`src/rtl/id_ex_operand_stage.sv`:
```
// ID/EX pipeline register and operand select for the 32-bit ALU.
// Forwards EX/MEM and MEM/WB results and bubbles on load-use hazards.
module id_ex_operand_stage #(
    parameter int DWIDTH = 32,
    parameter int AWIDTH = 5
) (
    input  logic              i_clk,
    input  logic              i_rst_n,
    input  logic              i_flush,
    input  logic              id_i_valid,
    output logic              id_o_ready,
    input  logic [3:0]        id_i_alu_op,
    input  logic [AWIDTH-1:0] id_i_rs_addr,
    input  logic [AWIDTH-1:0] id_i_rt_addr,
    input  logic [AWIDTH-1:0] id_i_rd_addr,
    input  logic [DWIDTH-1:0] id_i_rs_data,
    input  logic [DWIDTH-1:0] id_i_rt_data,
    input  logic [DWIDTH-1:0] id_i_imm,
    input  logic [4:0]        id_i_shamt,
    input  logic              id_i_use_imm,
    input  logic              id_i_use_shamt,
    input  logic              id_i_rt_used,
    input  logic              id_i_reg_write,
    input  logic              id_i_mem_read,
    input  logic              mem_i_reg_write,
    input  logic [AWIDTH-1:0] mem_i_rd_addr,
    input  logic [DWIDTH-1:0] mem_i_data,
    input  logic              wb_i_reg_write,
    input  logic [AWIDTH-1:0] wb_i_rd_addr,
    input  logic [DWIDTH-1:0] wb_i_data,
    input  logic              ex_i_ready,
    output logic              ex_o_valid,
    output logic [DWIDTH-1:0] ex_o_alu_rs,
    output logic [DWIDTH-1:0] ex_o_alu_rt,
    output logic [3:0]        ex_o_alu_funct,
    output logic [AWIDTH-1:0] ex_o_rd_addr,
    output logic              ex_o_reg_write,
    output logic              ex_o_mem_read,
    output logic [DWIDTH-1:0] ex_o_store_data,
    output logic              o_load_use_stall
);

    logic              r_valid;
    logic [3:0]        r_alu_op;
    logic [AWIDTH-1:0] r_rs_addr;
    logic [AWIDTH-1:0] r_rt_addr;
    logic [AWIDTH-1:0] r_rd_addr;
    logic [DWIDTH-1:0] r_rs_data;
    logic [DWIDTH-1:0] r_rt_data;
    logic [DWIDTH-1:0] r_imm;
    logic [4:0]        r_shamt;
    logic              r_use_imm;
    logic              r_use_shamt;
    logic              r_reg_write;
    logic              r_mem_read;

    logic              w_advance;
    logic              w_hazard;
    logic              w_stall;
    logic [DWIDTH-1:0] w_fwd_rs;
    logic [DWIDTH-1:0] w_fwd_rt;

    // Youngest producer wins; register 0 is hardwired and never forwarded.
    function automatic logic [DWIDTH-1:0] fwd_sel(
        input logic [AWIDTH-1:0] src,
        input logic [DWIDTH-1:0] rf_data,
        input logic              m_we,
        input logic [AWIDTH-1:0] m_rd,
        input logic [DWIDTH-1:0] m_data,
        input logic              w_we,
        input logic [AWIDTH-1:0] w_rd,
        input logic [DWIDTH-1:0] w_data
    );
        if (m_we && (m_rd == src) && (src != {AWIDTH{1'b0}})) begin
            return m_data;
        end else if (w_we && (w_rd == src) && (src != {AWIDTH{1'b0}})) begin
            return w_data;
        end else begin
            return rf_data;
        end
    endfunction

    // Handshake, load-use detection, forwarding and operand select.
    always_comb begin
        w_advance = !r_valid || ex_i_ready;
        w_hazard  = r_valid && r_mem_read && r_reg_write &&
                    (r_rd_addr != {AWIDTH{1'b0}}) &&
                    (((r_rd_addr == id_i_rs_addr) && !id_i_use_shamt) ||
                     ((r_rd_addr == id_i_rt_addr) && id_i_rt_used));
        w_stall   = w_hazard && id_i_valid;
        w_fwd_rs  = fwd_sel(r_rs_addr, r_rs_data, mem_i_reg_write, mem_i_rd_addr,
                            mem_i_data, wb_i_reg_write, wb_i_rd_addr, wb_i_data);
        w_fwd_rt  = fwd_sel(r_rt_addr, r_rt_data, mem_i_reg_write, mem_i_rd_addr,
                            mem_i_data, wb_i_reg_write, wb_i_rd_addr, wb_i_data);

        o_load_use_stall = w_stall;
        id_o_ready       = w_advance && !w_stall;
        ex_o_valid       = r_valid;
        ex_o_rd_addr     = r_rd_addr;
        ex_o_store_data  = w_fwd_rt;
        ex_o_alu_funct   = r_valid ? r_alu_op : 4'd15;
        ex_o_reg_write   = r_valid && r_reg_write;
        ex_o_mem_read    = r_valid && r_mem_read;
        if (r_use_shamt) begin
            ex_o_alu_rs = w_fwd_rt;
            ex_o_alu_rt = {{(DWIDTH-5){1'b0}}, r_shamt};
        end else if (r_use_imm) begin
            ex_o_alu_rs = w_fwd_rs;
            ex_o_alu_rt = r_imm;
        end else begin
            ex_o_alu_rs = w_fwd_rs;
            ex_o_alu_rt = w_fwd_rt;
        end
    end

    // Pipeline register: reset, flush, bubble, capture or hold.
    always_ff @(posedge i_clk) begin
        if (!i_rst_n) begin
            r_valid     <= 1'b0;
            r_alu_op    <= 4'd0;
            r_rs_addr   <= {AWIDTH{1'b0}};
            r_rt_addr   <= {AWIDTH{1'b0}};
            r_rd_addr   <= {AWIDTH{1'b0}};
            r_rs_data   <= {DWIDTH{1'b0}};
            r_rt_data   <= {DWIDTH{1'b0}};
            r_imm       <= {DWIDTH{1'b0}};
            r_shamt     <= 5'd0;
            r_use_imm   <= 1'b0;
            r_use_shamt <= 1'b0;
            r_reg_write <= 1'b0;
            r_mem_read  <= 1'b0;
        end else if (i_flush) begin
            r_valid     <= 1'b0;
            r_reg_write <= 1'b0;
            r_mem_read  <= 1'b0;
        end else if (w_advance && w_stall) begin
            r_valid     <= 1'b0;
        end else if (w_advance) begin
            r_valid     <= id_i_valid;
            r_alu_op    <= id_i_alu_op;
            r_rs_addr   <= id_i_rs_addr;
            r_rt_addr   <= id_i_rt_addr;
            r_rd_addr   <= id_i_rd_addr;
            r_rs_data   <= id_i_rs_data;
            r_rt_data   <= id_i_rt_data;
            r_imm       <= id_i_imm;
            r_shamt     <= id_i_shamt;
            r_use_imm   <= id_i_use_imm;
            r_use_shamt <= id_i_use_shamt;
            r_reg_write <= id_i_reg_write;
            r_mem_read  <= id_i_mem_read;
        end else begin
            r_valid     <= r_valid;
        end
    end

endmodule
```
`config.mk`:
```
export PLATFORM = sky130hd
export DESIGN_NAME = id_ex_operand_stage
export DESIGN_NICKNAME = d
export VERILOG_FILES = /design/src/rtl/id_ex_operand_stage.sv
export SDC_FILE = /design/constraint.sdc
export NUM_CORES = 1
export LEC_CHECK = 0
export CAP_MARGIN = 30
export CORE_UTILIZATION = 45
export CTS_BUF_LIST = sky130_fd_sc_hd__clkbuf_2
export CTS_CLUSTER_SIZE = 20
export DETAILED_ROUTE_END_ITERATION = 8
export GPL_TIMING_DRIVEN = 0
export PLACE_DENSITY = 0.82
export SETUP_SLACK_MARGIN = 0.3
export SYNTH_ARGS = -nofsm -noshare
export SYNTH_HDL_FRONTEND = slang
export SYNTH_SLANG_ARGS = --single-unit
```
`constraint.sdc`:
```
create_clock -name i_clk -period 6.9 [get_ports i_clk]
set_input_delay 1.38 -clock i_clk [delete_from_list [all_inputs] [get_ports i_clk]]
set_output_delay 1.38 -clock i_clk [all_outputs]
set_load 0.01 [all_outputs]
```
=== Yosys cells after proc, flatten, opt, wreduce, memory -nomap -nowiden ===
Index checks and enable logic that the tools add are counted.

* Input bits: 206
* Output and inout bits: 110
* Bits in registers: 125
* Word-level logic and storage cells: 60

* Bitwise logic cells: 3
* Reductions and logical operators: 30
* Multiplexer cells: 8
* Equality and inequality tests: 6

{| class="wikitable"
|+ Operators with widths
! cell !! number
|-
| $mux W32 || 7
|-
| $eq A5 B5 Y1 || 6
|-
| $logic_and A1 B1 Y1 || 18
|-
| $reduce_bool A5 Y1 || 3
|-
| $mux W4 || 1
|-
| $logic_not A1 Y1 || 3
|-
| $not A1 Y1 || 3
|-
| $reduce_and A3 Y1 || 1
|-
| $reduce_or A3 Y1 || 1
|-
| $logic_or A1 B1 Y1 || 2
|-
| $reduce_and A2 Y1 || 1
|-
| $reduce_or A2 Y1 || 1
|}

=== Longest topological paths before layout ===
* Depth after elaboration: 8
* Depth in mapped cells: 9
* Gate-level depth less buffers: 5

=== Worst setup path before layout ===
No wires, ideal clock.

* Path type: in2out
* Start: input wb_i_rd_addr[3]
* End: output ex_o_alu_rt[10]
* Stages on the path: 7
* Required time: 5520 ps
* Data arrival time: 2960 ps
* Path slack: 2560 ps
* Buffers on the path: 2
* Cell sequence: xnor2_1 -> and4_1 -> clkbuf_1 -> clkbuf_1 -> nand3_1 -> and3_1 -> o41ai_1

* Word-level cells in the longest chain between the ends: 7

{| class="wikitable"
|+ Ends and longest elaborated chain
! item !! RTL line !! text
|-
| start, declared || 29 || <nowiki>input logic [AWIDTH-1:0] wb_i_rd_addr,</nowiki>
|-
| $eq A5 B5 Y1 || 76 || <nowiki>end else if (w_we && (w_rd == src) && (src != {AWIDTH{1'b0}})) begin</nowiki>
|-
| $logic_and A1 B1 Y1 (2 in a row) || 76 ||
|-
| $mux W32 || 76 ||
|-
| $mux W32 || 74 || <nowiki>if (m_we && (m_rd == src) && (src != {AWIDTH{1'b0}})) begin</nowiki>
|-
| $mux W32 || 107 || <nowiki>end else if (r_use_imm) begin</nowiki>
|-
| $mux W32 || 104 || <nowiki>if (r_use_shamt) begin</nowiki>
|-
| end, declared || 34 || <nowiki>output logic [DWIDTH-1:0] ex_o_alu_rt,</nowiki>
|}

No other way between the ends.

=== Final worst setup path ===
* Start: input wb_i_rd_addr[0]
* End: output ex_o_alu_rt[25]

Same word-level chain as after synthesis.

==> impl_metrics.ini <==
[status]
run_status = complete, no violations

[clock_network]
post_cts.repair.setup_buffers = 0
cts_inserted_buffers = 17
cts_tree = built
cts.reportedPaths.clkPinSlew_ns = 0.21
cts_repair_resized_insts = 0
h_tree_levels = 4
holdBufCountCts = 0
clock_tree.buffer_depth = 2
cts_num_sinks = 125
cts_root_buffer = clkbuf_2
clock_latency_ns = 0.75

[pwr]
maximum_vdd_ir_drop_mv = 0.09450
pwrdens_nw_per_um2 = 161.3
leakage_nw = 4.419

[cells_and_area]
final_common_cell = clkdlybuf4s50_1
drive_above_1_share_pct = 4.407
mostFrequentLayoutCells = 314 x clkdlybuf4s50_1, 278 x nand2_1, 125 x dfxtp_1
synthToLayoutAreaGrowth_pct = 45.34
filler_cell_count = 1543
nNetsFinal = 1600

[die]
die_h_um = 135.7
number_of_i_o_pins = 316
die-area_um2 = 18410
core_um2 = 17360
start_util_pct = 46.33
width_of_the_die_um = 135.7
num_rows = 48

[placement]
place_hpwl_um = 28500
port_buffers = 314
gpl_wtd_cong = 0.9712
pre_cts_slack_ns = 1.004

[detailed_routing]
antenna_violating_nets_post_route = 0
drt_iter0_drc = 977
routed_wire_length_per_instance_um = 22.37
drt_first_pass_iters = 6
detailroute.via_count = 9824
wl_um = 36590
vias_per_cell = 6.005
post_detailed_route_drc_marker_count = 0

[logic_synthesis]
yosysWarningCount = 0
post_synth_instance_area_um2 = 8041
synth_seq_cells = 125
synth_enable_flop_cells = 0
synthArstFlopShare_pct = 0
ys_dominant_reg_cell = dfxtp_1
syn-num-nets = 1267
yosysTopAreaCellShare_pct = 31.12
synth_cells = 1061
synth_cell_type_count = 37
syn-mean-instance-area_um2 = 7.579
synth.yosys.seq_area_share_pct = 31.12
yosys-top-cells-area = dfxtp_1 31%, mux2i_1 15%, nand2_1 13%
post-synth-top-area-cell = dfxtp_1

[sta]
tightest_slew_ns = 0.9717
timing_hold_violations_final = 0
setup_viol = 0
fin_ws_ns = 0.8486
layout_worst_path_cycle_share_pct = 87.70
slew_viol_final = 0
maxClockFrequency_mhz = 165.3
rsz0062_at_grt = no
worst_slew_margin_rel_pct = 35.22
timing.final.crit_period_ns = 6.051
tns_ns = 0
finClkSkew_ns = 0.02872
final.hold.worst_slack_ns = 0.4698

[global_routing]
antenna_found_initial = 2
grt_start_max_net_pins = 17
first_pass_grt_wire_length_um = 54050
grt_pass1_vias = 9381
grt_usage_pct = 39.69
grt_remaining_overflow = 0

[flow_run]
cap_viol_max_count = 0

[worst_setup_path]
crit_path_end_kind = output pin
timing.critical_path.arrival_ns = 4.67
path_max_fanout = 10
timing.critical_path.required_ns = 5.52
criticalPathCategory = primary input to output pin
setup.worst_path.start_class = primary input
reg2regPathDepth = 7

[min_path]
timing.hold.worst_path_depth = 2
min-delay-path-class = flip-flop to flip-flop
[cells in the mapped netlist, types with 4 or more instances]
library cell  number
a22oi_1            5
dfxtp_1          125
a211oi_1          32
o41ai_1           27
o2bb2ai_1         32
inv_1             32
and3_1            32
xnor2_1           29
nand2b_1           4
nand3_1           33
mux2i_1          124
buf_6              8
o21ai_0           33
a31oi_1           32
clkbuf_1          74
buf_2             19
nor3_1            65
nand2_1          278
o21bai_1          32
nand4_1            6
o21ai_1            9
nor2_1             5
[worst paths after layout]
check | startpoint | end | slack (ns)
worst max-delay path | wb_i_rd_addr[0] | ex_o_alu_rt[25] | 0.85
worst max register to register | ex_o_rd_addr[0] | r_shamt[1] | 4.44
worst min-delay path | r_alu_op[1] | r_alu_op[1] | 0.47
worst min register to register | r_alu_op[1] | r_alu_op[1] | 0.47
[critical path, cell delays in order]
cell and delay [ns]:
clkdlybuf4s50_1 0.53, xnor2_1 0.15, and4_1 0.20, clkbuf_1 0.25
clkbuf_1 0.46, nand3_1 0.23, and3_1 0.24, o41ai_1 0.56
clkdlybuf4s50_1 0.66
[sequential cells by signal, summed over array words and instances (netlist names)]
name          flops
r_mem_read        1
r_rs_data        32
r_reg_write       1
r_rs_addr         5
ex_o_rd_addr      5
r_rt_data        32
r_shamt           5
r_rt_addr         5
r_imm            32
r_use_imm         1
r_alu_op          4
r_use_shamt       1
ex_o_valid        1
[per-stage QoR]
step / instances / util [%] / power, mW / area [um^2]
floorplan: 1061 / - / 1.094 / 8041
global placement: 1600 / 66.06 / 1.439 / 11470
detailed placement: 1600 / 66.06 / 1.443 / 11470
CTS: 1632 / 67.28 / 1.870 / 11680
global route: 1634 / 67.31 / 1.952 / 11680
finish: 1636 / 67.34 / 1.886 / 11690
[routing by layer]
metal	routed length (um)	track usage [%]
met5	0	0
met1	14250	49.76
met3	3962	7.632
met4	2008	22.35
met2	16370	63.52
[cells by family (layout without fill, tap and decap cells)]
group / Yosys count / after routing / synth area share [%]
flip-flops: 125 / 125 / 31.12
buffers and inverters: 135 / 481 / 7.437
XOR/XNOR: 30 / 30 / 3.267
AND/OR/NAND/NOR: 436 / 436 / 23.67
AO/OA/AOI/OAI: 211 / 211 / 19.08
other: 0 / 4 / 0
multiplexers: 124 / 124 / 15.43
[cell type report]
class	count	area (um^2)	area share [%]
multi-input combinational	801	4941	42.28
sequential	125	2502	21.41
tap	225	281.5	2.409
inverter	32	120.1	1.028
antenna	4	10.01	0.08564
buffer	103	478.0	4.089
clock inverter	15	126.4	1.081
timing repair buffer	314	3143	26.89
clock buffer	17	85.08	0.7280
[power breakdown]
group / internal [mW] / switching (mW) / leakage [nW]
Sequential: 0.770 / 0.0339 / 1.03
Combinational: 0.318 / 0.323 / 3.28
Clock: 0.126 / 0.314 / 0.111
Total: 1.21 / 0.671 / 4.42
(Power assumes the default switching activity.)
